### src/rtl/sec_to_hms_bcd.sv
// Purpose : binary seconds-of-day (0..MAX_SEC) to six BCD digits HH MM SS using subtract-and-count.
// Latency : din_vld at edge 0 -> dout_vld after edge H+M+T+4 (T = largest tens digit); 4..91 cycles.
// Backpr. : none; din_vld is taken only in IDLE, strobes while busy are dropped, out-of-range pulses err.
//
// Ports:
//   clk      - system clock
//   rst_n    - synchronous reset, active HIGH despite the name (1 = reset)
//   din      - binary seconds-of-day, sampled with din_vld
//   din_vld  - single-cycle input strobe
//   dout     - {h_tens, h_ones, m_tens, m_ones, s_tens, s_ones}, held between conversions
//   dout_vld - one-cycle pulse when dout has just been updated
//   busy     - high while a conversion is running
//   err      - one-cycle pulse when a strobed input exceeds MAX_SEC

module sec_to_hms_bcd #(
  parameter int DW      = 17,
  parameter int MAX_SEC = 86_399
) (
  input  logic          clk,
  input  logic          rst_n,
  input  logic [DW-1:0] din,
  input  logic          din_vld,
  output logic [23:0]   dout,
  output logic          dout_vld,
  output logic          busy,
  output logic          err
);

  typedef enum logic [2:0] {
    IDLE,
    HOUR,
    MIN,
    SPLIT,
    DONE
  } state_t;

  localparam logic [DW-1:0] MAX_V   = DW'(MAX_SEC);
  localparam logic [DW-1:0] SEC_HR  = DW'(3600);
  localparam logic [DW-1:0] SEC_MIN = DW'(60);

  state_t        state;
  logic [DW-1:0] rem;
  logic [4:0]    hrs;
  logic [5:0]    min;
  logic [5:0]    sec;
  logic [2:0]    h_t;
  logic [2:0]    m_t;
  logic [2:0]    s_t;

  always_ff @(posedge clk) begin
    if (rst_n) begin
      state    <= IDLE;
      rem      <= '0;
      hrs      <= '0;
      min      <= '0;
      sec      <= '0;
      h_t      <= '0;
      m_t      <= '0;
      s_t      <= '0;
      dout     <= '0;
      dout_vld <= 1'b0;
      busy     <= 1'b0;
      err      <= 1'b0;
    end else begin
      // Both pulses default low so each lasts exactly one cycle.
      dout_vld <= 1'b0;
      err      <= 1'b0;

      case (state)
        IDLE: begin
          if (din_vld) begin
            if (din <= MAX_V) begin
              rem   <= din;
              hrs   <= '0;
              min   <= '0;
              sec   <= '0;
              h_t   <= '0;
              m_t   <= '0;
              s_t   <= '0;
              busy  <= 1'b1;
              state <= HOUR;
            end else begin
              err <= 1'b1;
            end
          end
        end

        HOUR: begin
          if (rem >= SEC_HR) begin
            rem <= rem - SEC_HR;
            hrs <= hrs + 5'd1;
          end else begin
            state <= MIN;
          end
        end

        MIN: begin
          if (rem >= SEC_MIN) begin
            rem <= rem - SEC_MIN;
            min <= min + 6'd1;
          end else begin
            // Remainder is now < 60 and fits in six bits.
            sec   <= rem[5:0];
            state <= SPLIT;
          end
        end

        SPLIT: begin
          // All three fields peel off tens in parallel; the slowest field sets the duration.
          if (hrs >= 5'd10) begin
            hrs <= hrs - 5'd10;
            h_t <= h_t + 3'd1;
          end
          if (min >= 6'd10) begin
            min <= min - 6'd10;
            m_t <= m_t + 3'd1;
          end
          if (sec >= 6'd10) begin
            sec <= sec - 6'd10;
            s_t <= s_t + 3'd1;
          end
          if (hrs < 5'd10 && min < 6'd10 && sec < 6'd10) begin
            state <= DONE;
          end
        end

        DONE: begin
          dout     <= {1'b0, h_t, hrs[3:0], 1'b0, m_t, min[3:0], 1'b0, s_t, sec[3:0]};
          dout_vld <= 1'b1;
          busy     <= 1'b0;
          state    <= IDLE;
        end

        default: state <= IDLE;
      endcase
    end
  end

endmodule

### config.mk
export PLATFORM = sky130hd
export DESIGN_NAME = sec_to_hms_bcd
export DESIGN_NICKNAME = d
export VERILOG_FILES = /design/src/rtl/sec_to_hms_bcd.sv
export SDC_FILE = /design/constraint.sdc
export NUM_CORES = 1
export LEC_CHECK = 0
export BUFFER_PORTS_ARGS = -buffer_cell sky130_fd_sc_hd__buf_2
export CAP_MARGIN = 20
export CELL_PAD_IN_SITES_DETAIL_PLACEMENT = 2
export CELL_PAD_IN_SITES_GLOBAL_PLACEMENT = 2
export CORE_ASPECT_RATIO = 2
export CORE_UTILIZATION = 30
export DETAILED_ROUTE_END_ITERATION = 8
export GPL_TIMING_DRIVEN = 0
export PLACE_DENSITY_LB_ADDON = 0.3
export SKIP_CTS_REPAIR_TIMING = 1
export SKIP_LAST_GASP = 1
export SLEW_MARGIN = 20
export SYNTH_ARGS = -nofsm -noshare
export SYNTH_HDL_FRONTEND = slang
export SYNTH_SLANG_ARGS = --single-unit
### constraint.sdc
create_clock -name clk -period 5.8 [get_ports clk]
set_input_delay 1.16 -clock clk [delete_from_list [all_inputs] [get_ports clk]]
set_output_delay 1.16 -clock clk [all_outputs]
set_load 0.01 [all_outputs]
==> results.tsv, run 1 <==
metric	value	unit
Antenna diodes	0	
worst min-delay path class	reg2reg	
register area	0.001401	mm^2
worst slew pin tran	0.9175	ns
# fillers	1683	
CP arrival	3.70	ns
CTS Buf Count	9	
Worst Setup Slack, final	2.307	ns
Slew HR	38.61	%
Peak VDD IR	0.0002050	V
Power, Total	2.546	mW
first-pass iteration count of the detailed router	4	
Setup CP Type	in2reg	
CTS root buffer	clkbuf_16	
Final period util	60.22	%
Max Freq	286.3	MHz
area of the multi-input gates	0.002497	mm^2
post-route minimum period	3.493	ns
Sw Share	46.81	%
Num Clock Sinks	70	
clock skew	0.008574	ns
Switch Pwr	1.192	mW
final setup TNS	0	ns
WL/cell	21.74	um
net count reported at finish	624	
Crit path required time	6.00	ns
status	completed	
final setup fails	0	
Critical Path Start	din[7]	
initial antenna violation count	0	
Setup crit end kind	register	
Netlist Area Pre-Place	0.004245	mm^2
Mapped Avg Cell Area	7.980	um^2
routed vias/inst	5.599	
Int Power	1.354	mW
Top-Level Pins	47	
P&R area growth vs syn	17.74	%
Seq pwr share	25.1	%
die height	170.2	um
CTS tree	done	
final hold vios	0	
vias in the first global route	4764	
H-tree depth	3	
layout cell share with drive strength beyond 1	15.88	%
Die Width	86.12	um
DRC Markers	0	
fin area	0.004999	mm^2
DIE AREA	0.01466	mm^2
Area contributors post-synth	dfxtp_1 33%, nand2_1 6.9%, a21oi_1 6.6%, ha_1 5.0%, nor2_1 4.0%	
top cell type's share of synthesized area	33.01	%
DP Worst Slack	1.864	ns
antenna-violating nets left	0	
grt total ovfl	0	
Final GP Congestion	0.9142	
Static Leak	1.894	nW
GRT Util Overall	24.09	%
power share of the clock group	22.3	%
Logic pwr share	52.6	%
sequential area share after synthesis	33.01	%
IO Port Bufs	42	
initial DRC count	182	
RSZ-0062 raised after global routing	no	
Critical Path Source Type	input pin	
Pins Over Slew Limit	0	
prevailing post-synth register cell	dfxtp_1	
number of synthesized flops with an enable pin	0	
Async SR Flop Fraction	0	%
r2r startpoint	state[1]$_SDFFE_PP0P_	
Max Fanout on Critical Path	10	
Yosys cell types	73	
global-route wire length before repair	26.29	mm
HPWL Detailed	13.22	mm
vias	4373	
Core ar.	0.01389	mm^2
Syn Inst Count	532	
clk slew on worst S/H paths	0.06	ns
largest net degree at the start of global routing	14	
final core occ	35.98	%
Hold Crit Start	dout[2]$_SDFFE_PP0P_	
Yosys reg bits	70	
clock insertion delay at the later pin of the skew report	0.34	ns
Max Cap Viol	0	
Yosys top cell by area	dfxtp_1	
routed wire length	16.98	mm
Synth Warn #	0	
pwr dens	509.3	mW/mm^2
Std-Cell Rows	61	
clk buf depth	2	
initial core utilization	30.56	%
DP Area	0.004701	mm^2
## final timing paths
kind / end / slack, ns / cells past startpoint
setup reg to reg: min[4]$_SDFFE_PP0P_ / 2.71 / 7
hold reg to reg: dout[2]$_SDFFE_PP0P_ / 0.45 / 2
hold / removal: dout[2]$_SDFFE_PP0P_ / 0.45 / 2
setup / recovery: rem[12]$_SDFFE_PP0P_ / 2.31 / 8
## registers in the layout (all words and copies together), names as in the netlist
signal and cells:
sec 6, m_t 3, dout_vld 1, state 3, busy 1, dout 21, min 6, err 1
s_t 3, hrs 5, h_t 3, rem 17
## synth_stat cells (all sizes together) (4+ instances only)
cell,count
a211oi,12
a21oi,57
a22oi,9
a311oi,5
a32o,9
a32oi,4
buf,18
clkbuf,24
dfxtp,70
ha,17
inv,23
mux2i,6
nand2,78
nand2b,4
nand3,15
nand3b,5
nand4,4
nor2,45
nor3,15
nor4,5
o21a,4
o21ai,20
o221ai,4
o22ai,8
o31ai,6
xnor2,6
## through the flow
stage / hold WS, ns / std cells
finish: 0.4548 / 781
floorplan: 0.4284 / 534
global route: 0.4660 / 781
detailed placement: 0.4512 / 765
global placement: 0.4421 / 765
CTS: 0.4599 / 781
## cells in the final DEF, fill, tap and decap left out, drive strengths merged, types with 3 or more instances in the layout
cell     n
a211oi  12
nand2   78
a21o     3
a211o    3
a31oi    3
o31ai    6
clkbuf  33
o32ai    3
o22ai    8
nor4     5
xor2     3
a32o     9
clkinv   3
or2      3
a311oi   5
o311ai   3
mux2i    6
nand2b   4
nand3b   5
o21a     4
nor2    45
buf     60
nand3   15
a32oi    4
o21ai   20
xnor2    6
inv     24
a22oi    9
ha      17
dfxtp   70
and2     3
a221oi   3
nor3    15
conb     3
nand4    4
o221ai   4
a21oi   57
## kinds of logic after synthesis
logic type	share of synthesized area (%)
other cells	0.08833
fa+ha+maj	5.010
compound gates	28.71
buf+inv	8.370
mux	1.945
simple gates	21.01
xor+xnor	1.857
flops	33.01
## worst max-delay path, stage by stage
cell and delay (ns):
buf_2 0.12, a2111oi_1 0.70, o32a_2 0.35, nand2_1 0.34
a211o_1 0.50, buf_6 0.21, o211ai_1 0.19, o31ai_1 0.10
## area by class of cell
type,count,area share [%]
repair buffers,42,4.205
inverters,23,1.727
flip-flops and latches,70,28.03
well taps,189,4.731
multi-input cells,398,49.96
clock buffers,9,4.506
clock inverters,7,1.452
plain buffers,43,5.382
## layer usage
| metal | track usage (%) | routed length [um] | vias up |
|---|---|---|---|
| met1 | 22.13 | 5869 | 2205 |
| li1 | - | - | 2037 |
| met3 | 3.492 | 440 | 44 |
| met4 | 12.03 | 756 | 0 |
| met5 | 0 | 0 | - |
| met2 | 49.03 | 9909 | 87 |
## power groups by stage
stage / combinational, mW / sequential (mW) / clock [mW]
3_5_place_dp: 1.33 / 0.647 / 0
3_3_place_gp: 1.27 / 0.642 / 0
5_1_grt: 1.44 / 0.648 / 0.598
4_1_cts: 1.34 / 0.637 / 0.579
6_report: 1.34 / 0.639 / 0.567
2_1_floorplan: 0.922 / 0.616 / 0
No activity file was read; power rests on OpenSTA's default activity.
==> run 2, diff against run 1 <==
Settings changed: ABC_AREA set to 1, CORE_UTILIZATION 30 to 29.
Clock period 5.8 ns to 3 ns, I/O delays scaled along.
==> run 2 against run 1 <==
Effect of this change:
- final area rose by 3.4%
- setup slack got worse by 1.6 ns
- sequential power rose by 140%
- first-iteration DRC count fell by 26%
- power rose by 140%
- largest cell class unchanged
- highest routed layer unchanged
==> results.tsv, run 2 <==
metric	value	unit
CTS Buf Count	9	
Peak VDD IR	0.0003361	V
initial core utilization	29.75	%
most common cell in the netlist	nand2_1	
final hold vios	0	
Mapped Avg Cell Area	6.335	um^2
Most flops, register	dout	
Critical Path, Cell by Cell	nor2_1 -> nand2_1 -> clkbuf_1 -> nand2_1 -> nor2_1 -> nand2_1 -> nand2_1 -> nor2_1	
routed wire length	18.06	mm
Final period util	76.70	%
final setup TNS	0	ns
Top-Level Pins	47	
Int Power	2.939	mW
Seq pwr share	24.9	%
worst slew pin tran	0.6807	ns
Hold Slack	0.4817	ns
CTS tree	done	
Num Clock Sinks	70	
antenna-violating nets left	0	
most common cell after layout, fill and taps aside	nand2_1	
Synth Warn #	0	
Power, Total	6.126	mW
clock skew	0.007055	ns
P&R area growth vs syn	17.20	%
Async SR Flop Fraction	0	%
sequential area share after synthesis	31.78	%
final setup fails	0	
Syn Inst Count	696	
DIE AREA	0.01573	mm^2
clk slew on worst S/H paths	0.06	ns
met2 wire len	10.22	mm
Crit path required time	3.20	ns
layout cell share with drive strength beyond 1	13.87	%
Critical Path Source Type	register	
most frequent cells in the layout	175 x nand2_1, 129 x nor2_1, 70 x dfxtp_1, 60 x inv_1, 50 x nand3_1	
H-tree depth	3	
Setup CP Type	reg2reg	
Final GP Congestion	0.8549	
DR WL met3	383	um
Switch Pwr	3.187	mW
number of synthesized flops with an enable pin	0	
Static Leak	2.547	nW
initial DRC count	134	
power share of the clock group	18.0	%
Sw Share	52.02	%
Pins Over Slew Limit	0	
vias in the first global route	5608	
Netlist Area Pre-Place	0.004409	mm^2
Critical Path Max Stage Delay	0.55	ns
RSZ-0062 raised after global routing	no	
WL/cell	18.97	um
global-route wire length before repair	28.57	mm
highest metal used	met4	
clock insertion delay at the later pin of the skew report	0.34	ns
clk buf depth	2	
cell mode on critical path	nand2_1	
IO Port Bufs	43	
Antenna diodes	0	
CTS root buffer	clkbuf_16	
Std-Cell Rows	63	
DRC Markers	0	
Die Width	89.19	um
CP arrival	2.50	ns
Max Freq	434.6	MHz
Max Cap Viol	0	
post-route minimum period	2.301	ns
Area contributors post-synth	dfxtp_1 32%, nand2_1 15%, nor2_1 11%, nand3_1 5.7%, a21oi_1 5.3%	
vias	4913	
routed vias/inst	5.161	
Slew HR	54.62	%
largest net degree at the start of global routing	13	
prevailing post-synth register cell	dfxtp_1	
# fillers	1937	
initial antenna violation count	0	
Yosys reg bits	70	
Yosys top cell by area	dfxtp_1	
net count reported at finish	789	
pwr dens	1186	mW/mm^2
synth cell count leaders	175 x nand2_1, 129 x nor2_1, 70 x dfxtp_1, 60 x inv_1, 50 x nand3_1	
Yosys cell types	39	
die height	176.4	um
Setup crit end kind	register	
Logic pwr share	57.1	%
grt total ovfl	0	
HPWL Detailed	14.42	mm
worst min-delay path class	reg2reg	
delay-heaviest family, CP	simple AND/OR/NAND/NOR gates	
Largest regs	dout (21), rem (17)	
first-pass iteration count of the detailed router	4	
placed cell count	936	
status	completed	
max reg flops	21	
Max Fanout on Critical Path	10	
non-filler instance count after layout	952	
top cell type's share of synthesized area	31.78	%
GRT Util Overall	24.65	%
Core ar.	0.01482	mm^2
wire length on met1	5.970	mm
Critical path buffers and inverters	1	
CP max-delay cell	clkbuf_1	
[run 2: worst register-to-register path, stage by stage (launching register included)]
cell,delay (ns)
dfxtp_1,0.45
nor2_1,0.11
nand2_1,0.25
clkbuf_1,0.55
nand2_1,0.15
nor2_1,0.39
nand2_1,0.11
nand2_1,0.09
nor2_1,0.05
[run 2: metal layers]
| layer | GRT usage [%] | vias up |
|---|---|---|
| met5 | 0 | - |
| met4 | 19.11 | 0 |
| met3 | 3.226 | 73 |
| met2 | 47.61 | 106 |
| met1 | 21.48 | 2395 |
| li1 | - | 2339 |
[run 2: per-stage QoR]
step	utilization [%]	setup WS, ns	cell area [um^2]
3_3_place_gp	32.90	0.4842	4876
5_1_grt	34.87	0.5239	5167
2_1_floorplan	-	1.282	4417
3_5_place_dp	32.90	0.4408	4876
6_report	34.87	0.6991	5167
4_1_cts	34.87	0.7107	5167
[run 2: cells by family after synthesis]
logic type      Yosys count  share of synthesized area, %
flops                    70                         31.78
simple gates            396                         38.37
xor+xnor                  9                         1.788
buf+inv                  93                         9.847
compound gates          110                         13.31
other cells               1                       0.08505
fa+ha+maj                17                         4.824
[run 2: final timing paths]
path	depth (start not counted)	start	endpoint	slack, ns
max reg2reg	8	state[1]$_SDFFE_PP0P_	rem[2]$_SDFFE_PP0P_	0.70
min reg2reg	2	busy$_SDFFE_PP0P_	busy$_SDFFE_PP0P_	0.48
max	8	state[1]$_SDFFE_PP0P_	rem[2]$_SDFFE_PP0P_	0.70
min	2	busy$_SDFFE_PP0P_	busy$_SDFFE_PP0P_	0.48
[run 2: power by group through the flow]
stage / sequential, mW / combinational [mW] / clock [mW]
2_1_floorplan: 1.44 / 2.43 / 0
3_3_place_gp: 1.51 / 3.28 / 0
3_5_place_dp: 1.53 / 3.51 / 0
4_1_cts: 1.52 / 3.55 / 1.12
5_1_grt: 1.57 / 3.91 / 1.15
6_report: 1.52 / 3.50 / 1.10
[run 2: area by class of cell]
class	count	area [um^2]	share of cell area (%)
multi-input cells	535	2581	49.95
flip-flops and latches	70	1401	27.12
inverters	66	247.7	4.794
well taps	195	244.0	4.722
clock buffers	10	229.0	4.431
repair buffers	43	215.2	4.165
plain buffers	27	186.4	3.608
clock inverters	6	62.56	1.211
